File: src/rtl/sd_init_seq_if.sv
`default_nettype none
// ============================================================================
// Module   : sd_init_seq_if
// Brief    : Command/response bus between the SD init sequencer and the shifter
// Revision : 1.0
// ============================================================================
interface sd_init_seq_if;
  logic        cmd_valid;
  logic        cmd_ready;
  logic [5:0]  cmd_index;
  logic [31:0] cmd_arg;
  logic [6:0]  cmd_crc;
  logic        resp_valid;
  logic [7:0]  resp_byte;

  modport master (
    output cmd_valid, cmd_index, cmd_arg, cmd_crc,
    input  cmd_ready, resp_valid, resp_byte
  );

  modport slave (
    input  cmd_valid, cmd_index, cmd_arg, cmd_crc,
    output cmd_ready, resp_valid, resp_byte
  );
endinterface
`default_nettype wire

File: src/rtl/sd_init_seq.sv
`default_nettype none
// ============================================================================
// Module   : sd_init_seq
// Brief    : SD SPI-mode init sequencer (CMD0, CMD8, CMD55/ACMD41 loop, CMD16)
// Revision : 1.0
// ============================================================================
module sd_init_seq #(
  parameter int CMD0_RETRIES = 8,
  parameter int ACMD41_MAX   = 1000,
  parameter int RESP_TIMEOUT = 65535
) (
  input  logic               clk,
  input  logic               reset,
  input  logic               start,
  sd_init_seq_if.master      cmd,
  output logic               busy,
  output logic               init_done,
  output logic               init_error,
  output logic [2:0]         err_code,
  output logic               card_v2
);

  typedef enum logic [2:0] {
    S_IDLE, S_ISSUE, S_WAIT_RESP, S_CHECK, S_DONE, S_ERROR
  } state_t;

  typedef enum logic [2:0] {
    ST_CMD0, ST_CMD8, ST_CMD55, ST_ACMD41, ST_CMD16
  } step_t;

  localparam int C0W = $clog2(CMD0_RETRIES + 1);
  localparam int ACW = $clog2(ACMD41_MAX + 1);
  localparam int TOW = $clog2(RESP_TIMEOUT + 1);
  localparam logic [C0W-1:0] C0_LAST = C0W'(CMD0_RETRIES - 1);
  localparam logic [ACW-1:0] AC_LAST = ACW'(ACMD41_MAX - 1);
  localparam logic [TOW-1:0] TO_LAST = TOW'(RESP_TIMEOUT - 1);

  state_t         state_q;
  step_t          step_q;
  logic           cmd_valid_q;
  logic [7:0]     resp_q;
  logic [C0W-1:0] cmd0_cnt_q;
  logic [ACW-1:0] acmd_cnt_q;
  logic [TOW-1:0] tmo_q;
  logic           init_done_q;
  logic           init_error_q;
  logic [2:0]     err_code_q;
  logic           card_v2_q;

  logic [5:0]     idx_d;
  logic [31:0]    arg_d;
  logic [6:0]     crc_d;

  always_ff @(posedge clk) begin
    if (reset) begin
      state_q      <= S_IDLE;
      step_q       <= ST_CMD0;
      cmd_valid_q  <= 1'b0;
      resp_q       <= '0;
      cmd0_cnt_q   <= '0;
      acmd_cnt_q   <= '0;
      tmo_q        <= '0;
      init_done_q  <= 1'b0;
      init_error_q <= 1'b0;
      err_code_q   <= 3'd0;
      card_v2_q    <= 1'b0;
    end else begin
      case (state_q)
        S_IDLE, S_DONE, S_ERROR: begin
          if (start) begin
            state_q      <= S_ISSUE;
            step_q       <= ST_CMD0;
            cmd_valid_q  <= 1'b1;
            cmd0_cnt_q   <= '0;
            acmd_cnt_q   <= '0;
            tmo_q        <= '0;
            init_done_q  <= 1'b0;
            init_error_q <= 1'b0;
            err_code_q   <= 3'd0;
            card_v2_q    <= 1'b0;
          end
        end
        S_ISSUE: begin
          if (cmd.cmd_ready) begin
            cmd_valid_q <= 1'b0;
            tmo_q       <= '0;
            state_q     <= S_WAIT_RESP;
          end
        end
        S_WAIT_RESP: begin
          // A response on the last allowed cycle still beats the timeout.
          if (cmd.resp_valid) begin
            resp_q  <= cmd.resp_byte;
            state_q <= S_CHECK;
          end else if (tmo_q == TO_LAST) begin
            state_q      <= S_ERROR;
            init_error_q <= 1'b1;
            err_code_q   <= 3'd1;
          end else begin
            tmo_q <= tmo_q + TOW'(1);
          end
        end
        S_CHECK: begin
          // Default is to issue the next command; terminal outcomes override below.
          state_q     <= S_ISSUE;
          cmd_valid_q <= 1'b1;
          case (step_q)
            ST_CMD0: begin
              if (resp_q == 8'h01) begin
                step_q <= ST_CMD8;
              end else if (cmd0_cnt_q < C0_LAST) begin
                cmd0_cnt_q <= cmd0_cnt_q + C0W'(1);
              end else begin
                state_q <= S_ERROR; cmd_valid_q <= 1'b0;
                init_error_q <= 1'b1; err_code_q <= 3'd2;
              end
            end
            ST_CMD8: begin
              if (resp_q == 8'h01 || resp_q == 8'h05) begin
                card_v2_q <= (resp_q == 8'h01);
                step_q    <= ST_CMD55;
              end else begin
                state_q <= S_ERROR; cmd_valid_q <= 1'b0;
                init_error_q <= 1'b1; err_code_q <= 3'd3;
              end
            end
            ST_CMD55: begin
              if (resp_q == 8'h00 || resp_q == 8'h01) begin
                step_q <= ST_ACMD41;
              end else begin
                state_q <= S_ERROR; cmd_valid_q <= 1'b0;
                init_error_q <= 1'b1; err_code_q <= 3'd4;
              end
            end
            ST_ACMD41: begin
              if (resp_q == 8'h00) begin
                step_q <= ST_CMD16;
              end else if (resp_q == 8'h01 && acmd_cnt_q < AC_LAST) begin
                acmd_cnt_q <= acmd_cnt_q + ACW'(1);
                step_q     <= ST_CMD55;
              end else begin
                state_q <= S_ERROR; cmd_valid_q <= 1'b0;
                init_error_q <= 1'b1;
                err_code_q   <= (resp_q == 8'h01) ? 3'd5 : 3'd4;
              end
            end
            ST_CMD16: begin
              state_q     <= (resp_q == 8'h00) ? S_DONE : S_ERROR;
              cmd_valid_q <= 1'b0;
              if (resp_q == 8'h00) begin
                init_done_q <= 1'b1;
              end else begin
                init_error_q <= 1'b1; err_code_q <= 3'd6;
              end
            end
            default: begin
              state_q     <= S_IDLE;
              cmd_valid_q <= 1'b0;
            end
          endcase
        end
        default: begin
          state_q     <= S_IDLE;
          cmd_valid_q <= 1'b0;
        end
      endcase
    end
  end

  // Fields decode from the registered step; they read zero whenever no command is offered.
  always_comb begin
    idx_d = 6'd0;
    arg_d = 32'h0000_0000;
    crc_d = 7'h00;
    if (cmd_valid_q) begin
      case (step_q)
        ST_CMD0:   begin idx_d = 6'd0;  arg_d = 32'h0000_0000; crc_d = 7'h4A; end
        ST_CMD8:   begin idx_d = 6'd8;  arg_d = 32'h0000_01AA; crc_d = 7'h43; end
        ST_CMD55:  begin idx_d = 6'd55; arg_d = 32'h0000_0000; crc_d = 7'h32; end
        ST_ACMD41: begin
          idx_d = 6'd41;
          arg_d = card_v2_q ? 32'h4000_0000 : 32'h0000_0000;
          crc_d = card_v2_q ? 7'h3B : 7'h72;
        end
        ST_CMD16:  begin idx_d = 6'd16; arg_d = 32'h0000_0200; crc_d = 7'h0A; end
        default:   begin idx_d = 6'd0;  arg_d = 32'h0000_0000; crc_d = 7'h00; end
      endcase
    end
  end

  assign cmd.cmd_valid = cmd_valid_q & ~reset;
  assign cmd.cmd_index = idx_d;
  assign cmd.cmd_arg   = arg_d;
  assign cmd.cmd_crc   = crc_d;

  assign busy       = (state_q == S_ISSUE) || (state_q == S_WAIT_RESP) || (state_q == S_CHECK);
  assign init_done  = init_done_q;
  assign init_error = init_error_q;
  assign err_code   = err_code_q;
  assign card_v2    = card_v2_q;

endmodule
`default_nettype wire

File: src/flat_wrapper.sv
// flat-port wrapper written by rule: the top's interface ports become plain ports
module sd_init_seq_flat 
#(
  parameter int CMD0_RETRIES = 8,
  parameter int ACMD41_MAX   = 1000,
  parameter int RESP_TIMEOUT = 65535
)
  (clk, reset, start, busy, init_done, init_error, err_code, card_v2, cmd_cmd_valid, cmd_cmd_index, cmd_cmd_arg, cmd_cmd_crc, cmd_cmd_ready, cmd_resp_valid, cmd_resp_byte);
  sd_init_seq_if cmd_i ();
  input  logic clk;
  input  logic reset;
  input  logic start;
  output logic busy;
  output logic init_done;
  output logic init_error;
  output logic [2:0] err_code;
  output logic card_v2;
  output wire logic [$bits(cmd_i.cmd_valid)-1:0] cmd_cmd_valid;
  output wire logic [$bits(cmd_i.cmd_index)-1:0] cmd_cmd_index;
  output wire logic [$bits(cmd_i.cmd_arg)-1:0] cmd_cmd_arg;
  output wire logic [$bits(cmd_i.cmd_crc)-1:0] cmd_cmd_crc;
  input wire logic [$bits(cmd_i.cmd_ready)-1:0] cmd_cmd_ready;
  input wire logic [$bits(cmd_i.resp_valid)-1:0] cmd_resp_valid;
  input wire logic [$bits(cmd_i.resp_byte)-1:0] cmd_resp_byte;
  assign cmd_cmd_valid = cmd_i.cmd_valid;
  assign cmd_cmd_index = cmd_i.cmd_index;
  assign cmd_cmd_arg = cmd_i.cmd_arg;
  assign cmd_cmd_crc = cmd_i.cmd_crc;
  assign cmd_i.cmd_ready = cmd_cmd_ready;
  assign cmd_i.resp_valid = cmd_resp_valid;
  assign cmd_i.resp_byte = cmd_resp_byte;
  sd_init_seq #(.CMD0_RETRIES(CMD0_RETRIES), .ACMD41_MAX(ACMD41_MAX), .RESP_TIMEOUT(RESP_TIMEOUT)) u_core (.clk(clk), .reset(reset), .start(start), .cmd(cmd_i), .busy(busy), .init_done(init_done), .init_error(init_error), .err_code(err_code), .card_v2(card_v2));
endmodule
File: config.mk
export PLATFORM = sky130hd
export DESIGN_NAME = sd_init_seq_flat
export DESIGN_NICKNAME = d
export VERILOG_FILES = /design/src/rtl/sd_init_seq_if.sv /design/src/rtl/sd_init_seq.sv /design/src/flat_wrapper.sv
export SDC_FILE = /design/constraint.sdc
export NUM_CORES = 1
export LEC_CHECK = 0
export ABC_AREA = 1
export BUFFER_PORTS_ARGS = -buffer_cell sky130_fd_sc_hd__clkbuf_2
export CAP_MARGIN = 25
export CORE_ASPECT_RATIO = 2
export CORE_MARGIN = 2
export CORE_UTILIZATION = 59
export CTS_BUF_LIST = sky130_fd_sc_hd__clkbuf_16
export DETAILED_ROUTE_END_ITERATION = 10
export GPL_TIMING_DRIVEN = 0
export HOLD_SLACK_MARGIN = 0.15
export PLACE_DENSITY = 0.88
export REMOVE_ABC_BUFFERS = 1
export SLEW_MARGIN = 20
export SYNTH_ARGS = -nofsm -noshare
export SYNTH_HDL_FRONTEND = slang
export SYNTH_SLANG_ARGS = --single-unit
export TNS_END_PERCENT = 100
File: constraint.sdc
create_clock -name clk -period 2.58 [get_ports clk]
set_input_delay 0.129 -clock clk [delete_from_list [all_inputs] [get_ports clk]]
set_output_delay 0.129 -clock clk [all_outputs]
set_load 0.1 [all_outputs]
==> reports/qor.csv <==
metric,value,unit
cts_inserted_buffers,5,
regArea,1020,µm²
die_w,55.8,µm
grt.total_usage,26.1,%
fillerInstances,478,
ys_top_cells_by_area,"dfxtp_1, nand2_1, nor2_1",
hold_class,input pin to register,
power.total,3.87,mW
netlist_area,3170,µm²
startpoint_type,register,
drive_above_1_share,12.0,%
synth-main-ff-cell,dfxtp_1,
finalCriticalPeriod,2270,ps
wl_per_cell,13.1,µm
syn_area_per_cell,6.38,µm²
cts_tree,yes,
fmaxAchievable,441,MHz
io_buffer_count,39,
die-height,108,µm
hold_viol,0,
max_cap_viol_count,0,
async_flop_share,0,%
antenna_found_initial,0,
finalWirelength,7720,µm
r2r_cells,10,
cts_hold_buffers,6,
worstSkewPairLatency,290,ps
synth_warnings,0,
cp-end-kind,output port,
slowest_stage,clkbuf_2,
layout_common_cells,"nand2_1, nor2_1, inv_1",
power_density,1110,nW/µm²
grt_pass1_vias,3138,
crit_family,simple AND/OR/NAND/NOR gates,
num_vias,3234,
grt_max_degree,19,
gp_congestion,0.946,
core,5180,µm²
r2r-start,u_core.state_q[2],
synth_top_area_cell,dfxtp_1,
fin_nets,549,
finalSetupViolations,0,
initialDrtViolationCount,152,
drt_drc_violations_left,0,
path_cells,"inv_2, nand2_1, nor2_1, inv_1, nor2_1, clkbuf_2",
cts.sinks,51,
multi_input_area,1710,µm²
cts_resized,0,
whs_path_depth,3,
pre_cts_ws,444,ps
tightest_slew,554,ps
clkTransAtPathRegs,70,ps
slew-limit-headroom,63.2,%
worstReg2RegEnd,u_core.tmo_q[11],
num_rows,37,
dieArea,6010,µm²
cts_setup_buffers,0,
critPathBufInv,3,
cp_max_fo,6,
clock-root-buffer,clkbuf_16,
rsz0062_at_grt,false,
slew_violations,0,
critical_path_class,register to output port,
hpwlAfterDp,5790,µm
clock_path_buffers,2,
first_pass_iters,5,
period_share,88.0,%
vias_per_cell,5.47,
status,finished clean,
syn-instance-count,497,
clock_skew,7.85,ps
min_to,u_core.resp_q[0],
cp.required,2450,ps
cts-htree-levels,2,
holdWs,139,ps
max-vdd-ir-drop,867,µV
cp_common_cell,nor2_1,
n_antenna_cell,0,
ys_seq_area_share,32.2,%
critPathMaxStageDelay,510,ps
grt.overflow.total,0,
synth_cell_types,35,
ios,66,
synth-edff-count,0,
worstPathArrival,2140,ps
synth_top_area_share,32.2,%
fin_util,67.2,%
fin_ws,310,ps
ant_nets,0,
layout_commonest_cell,nand2_1,
area_delta_synth_final,9.90,%
rrSetupSlack,390,ps
initial_core_util,61.2,%
leakagePower,1.52,nW
ys_ff_latch,51,
grt_pass1_wl,12700,µm
worstHoldStart,cmd_resp_byte[0],
worst max-delay path by stage:
stage,from,endpoint,cells after the start
6_report,u_core.step_q[2],cmd_cmd_arg[3],6
5_1_grt,u_core.state_q[2],u_core.tmo_q[11],10
4_1_cts,u_core.step_q[2],cmd_cmd_arg[7],6
3_5_place_dp,u_core.state_q[2],u_core.tmo_q[11],10
3_3_place_gp,u_core.state_q[2],u_core.tmo_q[11],10
2_1_floorplan,u_core.step_q[2],cmd_cmd_arg[1],5
routing by layer:
metal,global-route usage [%],vias to the layer above,part of all wire [%]
li1,-,1600,-
met1,22.3,1509,34
met2,53.1,99,58
met3,3.85,26,3.7
met4,17.0,0,4.4
met5,0,-,0
where the power goes:
| group | switching, mW | leakage, nW | total, mW | internal, mW |
|---|---|---|---|---|
| Sequential | 0.0997 | 0.414 | 1.00 | 0.901 |
| Clock | 0.286 | 0.0952 | 0.838 | 0.552 |
| Combinational | 1.66 | 1.01 | 2.03 | 0.370 |
synthesized netlist by cell type (2+ instances only):
| master | count |
|---|---|
| nand2_2 | 3 |
| nor3_2 | 2 |
| a211oi_1 | 2 |
| nand4_1 | 5 |
| dfxtp_1 | 51 |
| ha_1 | 4 |
| a31oi_1 | 3 |
| nand3b_1 | 2 |
| a21oi_1 | 45 |
| xor2_1 | 6 |
| nor3_1 | 6 |
| nor2_1 | 77 |
| nand3_1 | 21 |
| nor2_2 | 4 |
| o21ai_0 | 32 |
| nor3b_1 | 2 |
| inv_2 | 3 |
| clkbuf_1 | 6 |
| nor2_4 | 2 |
| buf_4 | 35 |
| o21ai_1 | 3 |
| inv_1 | 58 |
| nand2_1 | 113 |
registers in the layout, indices dropped and copies added, names as in the netlist:
| register | flops |
|---|---|
| u_core.tmo_q | 16 |
| u_core.acmd_cnt_q | 10 |
| u_core.resp_q | 8 |
| u_core.cmd0_cnt_q | 4 |
| u_core.err_code | 3 |
| u_core.state_q | 3 |
| u_core.step_q | 3 |
| u_core.card_v2 | 1 |
| u_core.cmd_valid_q | 1 |
| u_core.init_done | 1 |
| u_core.init_error | 1 |
cell type report:
cell class	count	area share (%)
multi-input combinational	367	49.2
sequential	51	29.3
timing repair buffer	45	7.32
inverter	62	6.71
clock buffer	5	3.59
tap	58	2.08
clock inverter	3	1.83
tightest hold or removal path, delay by kind of cell:
kind | cells | cell delay [ps]
buf+inv | 1 | 70
compound gates | 2 | 190
logic make-up (layout without fill, tap and decap cells):
family          after synthesis  in the layout  synth area share [%]
flops                        51             51                  32.2
xor+xnor                      7              7                  1.93
compound gates               90             90                  15.2
other cells                   1             26                 0.118
simple gates                240            240                  32.3
fa+ha+maj                     4              4                  1.58
buf+inv                     104            115                  16.7
per-stage QoR:
step           cell area (µm²)  std cells  setup TNS, ps
3_3_place_gp              3240        577              0
5_1_grt                   3490        591              0
3_5_place_dp              3240        577              0
6_report                  3490        591              0
4_1_cts                   3490        591              0
2_1_floorplan             2970        480         -36820
Note: power is estimated with default switching activity, not from simulation.
